<file path="config.mk">
export PLATFORM = sky130hd
export DESIGN_NAME = mem_port_arbiter
export DESIGN_NICKNAME = d
export VERILOG_FILES = /design/src/rtl/mem_port_arbiter.sv
export SDC_FILE = /design/constraint.sdc
export NUM_CORES = 1
export LEC_CHECK = 0
export BUFFER_PORTS_ARGS = -buffer_cell sky130_fd_sc_hd__buf_2
export CAP_MARGIN = 20
export CORE_MARGIN = 2
export CORE_UTILIZATION = 48
export CTS_BUF_LIST = sky130_fd_sc_hd__clkbuf_16
export DETAILED_ROUTE_END_ITERATION = 7
export PLACE_DENSITY = 0.8
export SYNTH_ARGS = -nofsm -noshare
export SYNTH_HDL_FRONTEND = slang
export SYNTH_SLANG_ARGS = --single-unit
</file>
<file path="constraint.sdc">
create_clock -name clk -period 4.35 [get_ports clk]
set_clock_uncertainty 0.2 [all_clocks]
set_input_delay 0.2175 -clock clk [delete_from_list [all_inputs] [get_ports clk]]
set_output_delay 0.2175 -clock clk [all_outputs]
set_load 0.02 [all_outputs]
</file>
<file path="src/rtl/mem_port_arbiter.sv">
// Arbitrates the fetch and load/store requesters onto one fixed-latency memory port.
// Optional STARVE_GUARD_EN macro adds a starvation counter that forces a fetch grant.
module mem_port_arbiter #(
    parameter int ADDR_W     = 32,
    parameter int DATA_W     = 32,
    parameter int MEM_LAT    = 1,
    parameter int STARVE_MAX = 4
) (
    input  logic              clk,
    input  logic              rst,
    input  logic              if_req,
    input  logic [ADDR_W-1:0] if_addr,
    output logic              if_ack,
    output logic [DATA_W-1:0] if_rdata,
    input  logic              d_req,
    input  logic              d_we,
    input  logic [ADDR_W-1:0] d_addr,
    input  logic [DATA_W-1:0] d_wdata,
    output logic              d_ack,
    output logic [DATA_W-1:0] d_rdata,
    output logic              mem_en,
    output logic              mem_we,
    output logic [ADDR_W-1:0] mem_addr,
    output logic [DATA_W-1:0] mem_wdata,
    input  logic [DATA_W-1:0] mem_rdata,
    output logic              busy
);

    typedef enum logic [1:0] {IDLE, ISSUE, WAIT, RESP} state_t;
    typedef enum logic {OWN_FETCH, OWN_DATA} owner_t;

    localparam int LAT_W = 3;

    state_t            state, state_nxt;
    owner_t            owner, owner_nxt;
    logic [LAT_W-1:0]  lat_cnt, lat_cnt_nxt;
    logic              if_ack_nxt, d_ack_nxt;
    logic [DATA_W-1:0] if_rdata_nxt, d_rdata_nxt;
    logic              mem_en_nxt, mem_we_nxt;
    logic [ADDR_W-1:0] mem_addr_nxt;
    logic [DATA_W-1:0] mem_wdata_nxt;
    logic              grant_fetch;

`ifdef STARVE_GUARD_EN
    logic [3:0] starve_cnt, starve_cnt_nxt;
    logic       starved;

    assign starved     = (starve_cnt == 4'(STARVE_MAX));
    assign grant_fetch = if_req && (!d_req || starved);
`else
    assign grant_fetch = if_req && !d_req;
`endif

    assign busy = (state != IDLE);

    // NOTE: every signal written here gets a default first, so no path leaves one unassigned and infers a latch.
    always_comb begin
        state_nxt     = state;
        owner_nxt     = owner;
        lat_cnt_nxt   = lat_cnt;
        if_ack_nxt    = 1'b0;
        d_ack_nxt     = 1'b0;
        if_rdata_nxt  = if_rdata;
        d_rdata_nxt   = d_rdata;
        mem_en_nxt    = mem_en;
        mem_we_nxt    = mem_we;
        mem_addr_nxt  = mem_addr;
        mem_wdata_nxt = mem_wdata;
`ifdef STARVE_GUARD_EN
        starve_cnt_nxt = starve_cnt;
`endif
        case (state)
            IDLE: begin
                if (if_req || d_req) begin
                    owner_nxt     = grant_fetch ? OWN_FETCH : OWN_DATA;
                    mem_en_nxt    = 1'b1;
                    mem_addr_nxt  = grant_fetch ? if_addr : d_addr;
                    mem_we_nxt    = !grant_fetch && d_we;
                    mem_wdata_nxt = grant_fetch ? '0 : d_wdata;
                    state_nxt     = ISSUE;
`ifdef STARVE_GUARD_EN
                    // Only data grants that left a fetch waiting count toward starvation.
                    if (grant_fetch)
                        starve_cnt_nxt = 4'd0;
                    else if (if_req && !starved)
                        starve_cnt_nxt = starve_cnt + 4'd1;
`endif
                end
            end
            ISSUE: begin
                mem_en_nxt  = 1'b0;
                lat_cnt_nxt = LAT_W'(MEM_LAT - 1);
                state_nxt   = WAIT;
            end
            WAIT: begin
                if (lat_cnt == '0) begin
                    if (owner == OWN_FETCH) begin
                        if_rdata_nxt = mem_rdata;
                        if_ack_nxt   = 1'b1;
                    end else begin
                        d_rdata_nxt = mem_we ? '0 : mem_rdata;
                        d_ack_nxt   = 1'b1;
                    end
                    state_nxt = RESP;
                end else begin
                    lat_cnt_nxt = lat_cnt - LAT_W'(1);
                end
            end
            RESP: begin
                state_nxt = IDLE;
            end
            default: begin
                state_nxt = IDLE;
            end
        endcase
    end

    // NOTE: state registers use non-blocking assignments so every flop samples pre-edge values.
    always_ff @(posedge clk) begin
        if (rst) begin
            state     <= IDLE;
            owner     <= OWN_FETCH;
            lat_cnt   <= '0;
            if_ack    <= 1'b0;
            d_ack     <= 1'b0;
            if_rdata  <= '0;
            d_rdata   <= '0;
            mem_en    <= 1'b0;
            mem_we    <= 1'b0;
            mem_addr  <= '0;
            mem_wdata <= '0;
`ifdef STARVE_GUARD_EN
            starve_cnt <= 4'd0;
`endif
        end else begin
            state     <= state_nxt;
            owner     <= owner_nxt;
            lat_cnt   <= lat_cnt_nxt;
            if_ack    <= if_ack_nxt;
            d_ack     <= d_ack_nxt;
            if_rdata  <= if_rdata_nxt;
            d_rdata   <= d_rdata_nxt;
            mem_en    <= mem_en_nxt;
            mem_we    <= mem_we_nxt;
            mem_addr  <= mem_addr_nxt;
            mem_wdata <= mem_wdata_nxt;
`ifdef STARVE_GUARD_EN
            starve_cnt <= starve_cnt_nxt;
`endif
        end
    end

endmodule

</file>
==> results of run 1 <==
[area by class of cell]
cell class / count / area share (%)
diodes: 1 / 0.0301
clock buffers: 17 / 5.11
flip-flops and latches: 138 / 33.2
inverters: 7 / 0.316
well taps: 136 / 2.04
clock inverters: 15 / 2.27
repair buffers: 402 / 32.8
multi-input cells: 366 / 24.2
[worst max-delay path, delay by kind of cell, from the launching register on]
family	cells	cell delay, ns
adders and majority gates	1	0.19
DFF	1	0.35
buffers and inverters	4	1.48
AOI/OAI and AO/OA	3	0.60
[how the worst min path moves through the flow]
stage	start	endpoint	depth (start not counted)
after floorplan	mem_rdata[0]	d_rdata[0]$_SDFFE_PP0P_	1
after global placement	d_rdata[14]$_SDFFE_PP0P_	d_rdata[14]$_SDFFE_PP0P_	2
after detailed placement	if_rdata[10]$_SDFFE_PP0P_	if_rdata[10]$_SDFFE_PP0P_	2
after CTS	rst	if_ack$_SDFF_PP0_	2
after global routing	rst	if_rdata[23]$_SDFFE_PP0P_	2
final	rst	if_ack$_SDFF_PP0_	2
[per-stage QoR]
stage / setup WS (ns) / std cells / hold WS, ns
final: 1.45 / 1082 / 0.147
after global routing: 1.36 / 1082 / 0.171
after CTS: 1.62 / 1079 / 0.117
after detailed placement: 2.00 / 918 / 0.246
after global placement: 1.95 / 916 / 0.238
after floorplan: 2.70 / 561 / 0.143
[power by group]
| part | switching (uW) | total (uW) | leakage (uW) | internal (uW) |
|---|---|---|---|---|
| Sequential | 148 | 1670 | 0.00113 | 1520 |
| Clock | 576 | 1490 | 0.000305 | 915 |
| Combinational | 1080 | 1740 | 0.00246 | 662 |
[Yosys cell counts, drive strengths merged]
| master | count | area, um2 |
|---|---|---|
| o221a | 1 | 11.3 |
| a22o | 30 | 263 |
| and3 | 1 | 11.3 |
| a21oi | 99 | 495 |
| a31oi | 1 | 6.26 |
| nand3b | 3 | 22.5 |
| a22oi | 1 | 7.51 |
| and3b | 1 | 8.76 |
| nand2b | 3 | 26.3 |
| nand2 | 102 | 383 |
| dfxtp | 138 | 2760 |
| o21ai | 35 | 179 |
| and2 | 1 | 6.26 |
| a32oi | 33 | 289 |
| nor2 | 40 | 153 |
| inv | 7 | 26.3 |
| o21a | 1 | 8.76 |
| nor3 | 3 | 20.0 |
| buf | 41 | 293 |
| nor2b | 2 | 12.5 |
| ha | 5 | 62.6 |
| mux2i | 1 | 10.0 |
| nand3 | 1 | 10.0 |
| clkbuf | 9 | 35.0 |
| o32ai | 1 | 8.76 |
| a21boi | 1 | 7.51 |
[registers in the layout (all words and copies together) (netlist names)]
register / cells
d_ack: 1
if_rdata: 32
mem_we: 1
owner: 1
mem_addr: 32
mem_en: 1
mem_wdata: 32
d_rdata: 32
lat_cnt: 3
state: 2
if_ack: 1
[logic make-up (layout without fill, tap and decap cells)]
family,count (synthesis),in the layout,share of synthesized area (%)
other cells,0,1,0
mux,1,1,0.196
compound gates,203,203,24.9
simple gates,157,157,12.8
buf+inv,57,441,6.92
flops,138,138,54.0
fa+ha+maj,5,5,1.22
[per-layer routing]
layer	GRT usage (%)	vias to the layer above	part of all wire (%)
met3	9.50	63	8.7
met4	15.6	0	3.4
li1	-	2722	-
met5	0	-	0
met2	55.9	358	51
met1	33.6	2761	37
[timing repair]
item / CTS / global route
setup endpoints to repair: 0 / 0
hold buffers: 129 / 0
hold endpoints to repair: 129 / 0
==> out/summary.txt, run 1 <==
overflow left after global routing -> 0
clock latency at the later pin of the worst-skew pair -> 0.41 ns
maximum number of pins on one net before global-route repair -> 53
unrepaired setup endpoints after global routing -> false
post-synthesis cell count -> 561
capturing point of the worst reg2reg path -> mem_addr[7]$_SDFFE_PP0P_
number of global-route vias before repair -> 5873
first-pass GRT wire length -> 28300 um
IO Pins -> 266
Worst Path Arrival -> 3.06 ns
count of nets left with antenna violations after detail routing -> 0
initial DRC count -> 470
number of H-tree levels -> 4
critical path's largest stage delay -> 0.60 ns
number of buffers between clock root and the deepest sink -> 2
share of the yosys chip area belonging to registers -> 54.0%
wire length per cell -> 17.3 um
Initial DRT Pass Iterations -> 5
Critical Path RT -> 4.50 ns
Clock Sinks -> 138
post-layout instance area -> 8320 um2
fraction of layout instances using a drive strength above 1 -> 33.2%
GR Util All Layers -> 31.4%
final wirelength -> 18700 um
Mapped Nets -> 699
core occupancy in the finished layout -> 80.6%
Nets -> 1070
ordered cell list for the critical path -> inv_1 > ha_1 > buf_4 > o21ai_4 > buf_4 > a21oi_1 > a21oi_1 > dlygate4sd3_1
final setup violation count -> 0
input/output buffers -> 265
clock tree root driver cell -> sky130_fd_sc_hd__clkbuf_16
cell row count -> 37
number of synthesized register bits -> 138
area of the die -> 11500 um2
total number of vias -> 5904
max-cap violation count -> 0
starting utilization of the core area -> 49.6%
share of the clock period used by the worst path -> 66.7%
post-synthesis average cell area -> 9.12 um2
number of remaining DRC errors -> 0
Pleak -> 0.00389 uW
post-cts repair resize count -> 0
total count of max-transition violations in the final report -> 0
Filler cells -> 580
type of the most critical hold path -> input pin to register
worst-path fanout max -> 52
largest voltage drop on the vdd net -> 404 uV
antenna violations before repair -> 1
Crit Reg-Reg Startpoint -> state[0]$_SDFFE_PP0P_
die extent in y -> 107 um
outcome -> finished clean
Area growth syn-to-layout -> 62.6%
post-synthesis instance area -> 5120 um2
origin of the worst setup path -> state[0]$_SDFFE_PP0P_
clock transition at the register clock pins on the worst setup and hold paths after CTS -> 0.06 ns
startpoint type of the worst setup path -> register
achievable frequency -> 345 MHz
commonest cells after routing, fill and taps aside -> sky130_fd_sc_hd__buf_2, sky130_fd_sc_hd__dfxtp_1, sky130_fd_sc_hd__dlygate4sd3_1
Routability Congestion -> 0.838
Final Hold Fails -> 0
sum of net half-perimeters after detailed placement -> 10600 um
reg2reg path depth -> 8
commonest non-fill, non-tap cell in the layout -> sky130_fd_sc_hd__buf_2
DIE WIDTH -> 107 um
normalized max-slew margin -> 48.7%
class of the most critical setup path -> register to register
Critical Path End Type -> register
minimum setup slack among reg-to-reg paths -> 1.45 ns
post-CTS setup buffer count -> 0
shortest clock period the worst path allows after layout -> 2.90 ns
FF/Latch Area -> 2760 um2
Worst-Margin Slew -> 0.769 ns
area of the core -> 10300 um2
clock buffers created by TritonCTS -> 17
synth unique cells -> 35
CTS tree -> built
Power Total -> 4900 uW
instance area after placement -> 6380 um2
Multi-input gate area -> 2020 um2
cell type of the slowest stage on the worst timing path -> sky130_fd_sc_hd__dlygate4sd3_1
crit path capture -> mem_addr[7]$_SDFFE_PP0P_
synth warn -> 0
Power Density -> 589 nW/um2
post-DR vias/cell -> 5.46
setup TNS after final layout -> 0 ns
Power figures use the tool's default switching activity.
==> run 2, diff against run 1 <==
--- a/config.mk
+++ b/config.mk
@@ -5,13 +5,14 @@
 export SDC_FILE = /design/constraint.sdc
 export NUM_CORES = 1
 export LEC_CHECK = 0
+export ABC_AREA = 1
 export BUFFER_PORTS_ARGS = -buffer_cell sky130_fd_sc_hd__buf_2
 export CAP_MARGIN = 20
 export CORE_MARGIN = 2
-export CORE_UTILIZATION = 48
+export CORE_UTILIZATION = 47
 export CTS_BUF_LIST = sky130_fd_sc_hd__clkbuf_16
 export DETAILED_ROUTE_END_ITERATION = 7
-export PLACE_DENSITY = 0.8
+export PLACE_DENSITY = 0.76
 export SYNTH_ARGS = -nofsm -noshare
 export SYNTH_HDL_FRONTEND = slang
 export SYNTH_SLANG_ARGS = --single-unit
==> constraint.sdc (replaced) <==
create_clock -name clk -period 2.75 [get_ports clk]
set_clock_uncertainty 0.2 [all_clocks]
set_input_delay 0.1375 -clock clk [delete_from_list [all_inputs] [get_ports clk]]
set_output_delay 0.1375 -clock clk [all_outputs]
set_load 0.02 [all_outputs]
==> run 2 against run 1 <==
  * Wire length up 1.9%
  * Die area increased by 19%
  * Cell count increased by 35%
  * Via count grew 17%
  * Area after synthesis is 17% higher
  * Largest cell class is now buffers
==> out/summary.txt, run 2 <==
outcome -> finished clean
max-cap violation count -> 0 (unchanged)
final setup violation count -> 0 (unchanged)
sum of net half-perimeters after detailed placement -> 10700 um (+1.6%)
compound-cell area share of the yosys netlist -> 11.8% (-13 points)
first-pass GRT wire length -> 29100 um (+2.7%)
area fraction of the dominant cell type after synthesis -> 46.2% (-7.8 points)
Pleak -> 0.00504 uW (+30%)
origin of the worst setup path -> state[0]$_SDFFE_PP0P_
synth unique cells -> 17 (-51%)
Crit Reg-Reg Startpoint -> state[0]$_SDFFE_PP0P_
synth warn -> 0 (unchanged)
type of the most critical hold path -> input pin to register
total count of max-transition violations in the final report -> 0 (unchanged)
area of the die -> 13600 um2 (+19%)
IO Pins -> 266 (unchanged)
maximum number of pins on one net before global-route repair -> 68 (+28%)
portion of netlist area occupied by mux cells -> 0% (-0.20 points)
pre-CTS setup slack -> 0.203 ns (-1.80 ns)
Worst Path Arrival -> 2.53 ns (-0.53 ns)
share of the clock period used by the worst path -> 88.0% (+21 points)
count of nets left with antenna violations after detail routing -> 0 (unchanged)
Hold Path Origin -> if_req
cells taking the most area after synthesis -> sky130_fd_sc_hd__dfxtp_1, sky130_fd_sc_hd__nand2_1, sky130_fd_sc_hd__nor2_1
xor and xnor fraction of the mapped netlist area -> 0% (unchanged)
antenna violations before repair -> 0 (-1)
achievable frequency -> 413 MHz (+20%)
DIE WIDTH -> 117 um (+8.9%)
post-synthesis average cell area -> 6.65 um2 (-27%)
post-DR vias/cell -> 4.74 (-13%)
Filler cells -> 920 (+59%)
Async SR Flop Fraction -> 0% (unchanged)
ANT cells -> 0 (-1)
unrepaired setup endpoints after global routing -> false
Clock Sinks -> 138 (unchanged)
commonest cells after routing, fill and taps aside -> sky130_fd_sc_hd__buf_2, sky130_fd_sc_hd__nand2_1, sky130_fd_sc_hd__nor2_1
worst-path fanout max -> 67 (+29%)
class of the most critical setup path -> register to register
largest voltage drop on the vdd net -> 644 uV (+59%)
number of H-tree levels -> 4 (unchanged)
clock tree root driver cell -> sky130_fd_sc_hd__clkbuf_16
clock transition at the register clock pins on the worst setup and hold paths after CTS -> 0.06 ns (about the same)
Initial DRT Pass Iterations -> 5 (unchanged)
share of the yosys chip area belonging to registers -> 46.2% (-7.8 points)
total number of vias -> 6900 (+17%)
Routability Congestion -> 0.785 (-6.3%)
dominant cell by count in the synthesized netlist -> sky130_fd_sc_hd__nand2_1
GR Util All Layers -> 26.9% (-4.5 points)
Power Density -> 885 nW/um2 (+50%)
most used flip-flop cell after synthesis -> sky130_fd_sc_hd__dfxtp_1
number of remaining DRC errors -> 0 (unchanged)
cell row count -> 41 (+11%)
number of synthesized register bits -> 138 (unchanged)
shortest clock period the worst path allows after layout -> 2.42 ns (-0.482 ns)
post-synthesis cell count -> 899 (+60%)
startpoint type of the worst setup path -> register
Mapped Nets -> 1037 (+48%)
number of synthesized flops with an enable pin -> 0 (unchanged)
number of global-route vias before repair -> 6333 (+7.8%)
least setup slack across all paths after layout -> 0.330 ns (-1.12 ns)
clock buffers created by TritonCTS -> 17 (unchanged)
Final Hold Fails -> 0 (unchanged)
Multi-input gate area -> 2490 um2 (+24%)
Area growth syn-to-layout -> 55.3%
adder-cell area share of the yosys netlist -> 1.05% (-0.18 points)
Worst-Margin Slew -> 0.633 ns (-0.136 ns)
setup TNS after final layout -> 0 ns (unchanged)
Post-synth top cells -> sky130_fd_sc_hd__nand2_1, sky130_fd_sc_hd__nor2_1, sky130_fd_sc_hd__dfxtp_1, sky130_fd_sc_hd__inv_1, sky130_fd_sc_hd__a21oi_1
Critical Path RT -> 2.86 ns (-1.64 ns)
combinational family with the most area after synthesis -> simple AND/OR/NAND/NOR gates
FF/Latch Area -> 2760 um2 (unchanged)
basic-gate share of the synthesized area counting and, or, nand and nor cells -> 28.7% (+16 points)
normalized max-slew margin -> 57.8% (+9.1 points)
final wirelength -> 19000 um (+1.9%)
starting utilization of the core area -> 47.8% (-1.8 points)
fraction of layout instances using a drive strength above 1 -> 24.8% (-8.5 points)
clock latency at the later pin of the worst-skew pair -> 0.41 ns (about the same)
area of the core -> 12500 um2 (+21%)
dominant cell type by area after synthesis -> sky130_fd_sc_hd__dfxtp_1
input/output buffers -> 265 (unchanged)
post-synthesis instance area -> 5980 um2 (+17%)
commonest non-fill, non-tap cell in the layout -> sky130_fd_sc_hd__buf_2
CTS tree -> built
Critical Path End Type -> register
wire length per cell -> 13.1 um (-24%)
Nets -> 1409 (+32%)
initial DRC count -> 622 (+32%)
die extent in y -> 117 um (+8.9%)
number of buffers between clock root and the deepest sink -> 2 (unchanged)
overflow left after global routing -> 0 (unchanged)
[run 2: repair_timing]
| item | in CTS | in global routing |
|---|---|---|
| buffers inserted | 0 | 0 |
| endpoints found under the hold margin | 129 | 0 |
| endpoints found under the setup margin | 0 | 0 |
| gates resized for setup | 0 | 0 |
| hold buffers | 129 | 0 |
[run 2: cell type report]
class                   count  area share [%]
repair buffers            410            29.9
clock buffers              17            4.58
flip-flops and latches    138            29.8
multi-input cells         589            26.9
clock inverters            15            1.90
inverters                 115            4.65
well taps                 172            2.32
[run 2: kinds of logic after synthesis]
logic type,Yosys count
AO/OA/AOI/OAI,140
adder cells (fa/ha/maj),5
buffers and inverters,172
flip-flops,138
AND/OR/NAND/NOR,444
[run 2: per-layer routing]
layer  up-vias  share of wire [%]  track usage (%)
li1       3476                  -                -
met1      3091                 40             30.6
met2       266                 50             47.1
met3        67                6.1             6.08
met4         0                4.1             14.0
met5         -                  0                0
[run 2: worst paths after layout]
check | endpoint | slack (ns) | cells past startpoint
setup / recovery | mem_addr[19]$_SDFFE_PP0P_ | 0.33 | 9
hold / removal | owner$_SDFFE_PP0P_ | 0.003 | 4
setup reg to reg | mem_addr[19]$_SDFFE_PP0P_ | 0.33 | 9
hold reg to reg | mem_wdata[1]$_SDFFE_PP0P_ | 0.26 | 2
[run 2: power by group]
group          leakage (uW)  internal [uW]  switching, uW
logic               0.00363           1200           1990
clock network      0.000284           1420            891
registers           0.00113           2470            238
[run 2: worst max-delay path, stage by stage, from the launching register on]
cell,delay (ns)
sky130_fd_sc_hd__dfxtp_1,0.31
sky130_fd_sc_hd__inv_1,0.10
sky130_fd_sc_hd__ha_1,0.28
sky130_fd_sc_hd__inv_1,0.12
sky130_fd_sc_hd__nor2_4,0.14
sky130_fd_sc_hd__buf_12,0.28
sky130_fd_sc_hd__nand2_1,0.11
sky130_fd_sc_hd__nor2_1,0.14
sky130_fd_sc_hd__dlygate4sd3_1,0.57
sky130_fd_sc_hd__nor2_1,0.04
[run 2: metrics by stage]
step	instances	instance area, um2	hold slack (ns)	total power [uW]	utilization [%]
2_1_floorplan	899	5980	0.0724	4670	-
3_3_place_gp	1293	7350	0.175	5460	58.7
3_5_place_dp	1293	7350	0.184	5510	58.7
4_1_cts	1454	9240	0.0169	8140	73.8
5_1_grt	1456	9280	0.0157	8720	74.2
6_report	1456	9280	0.00340	8220	74.2
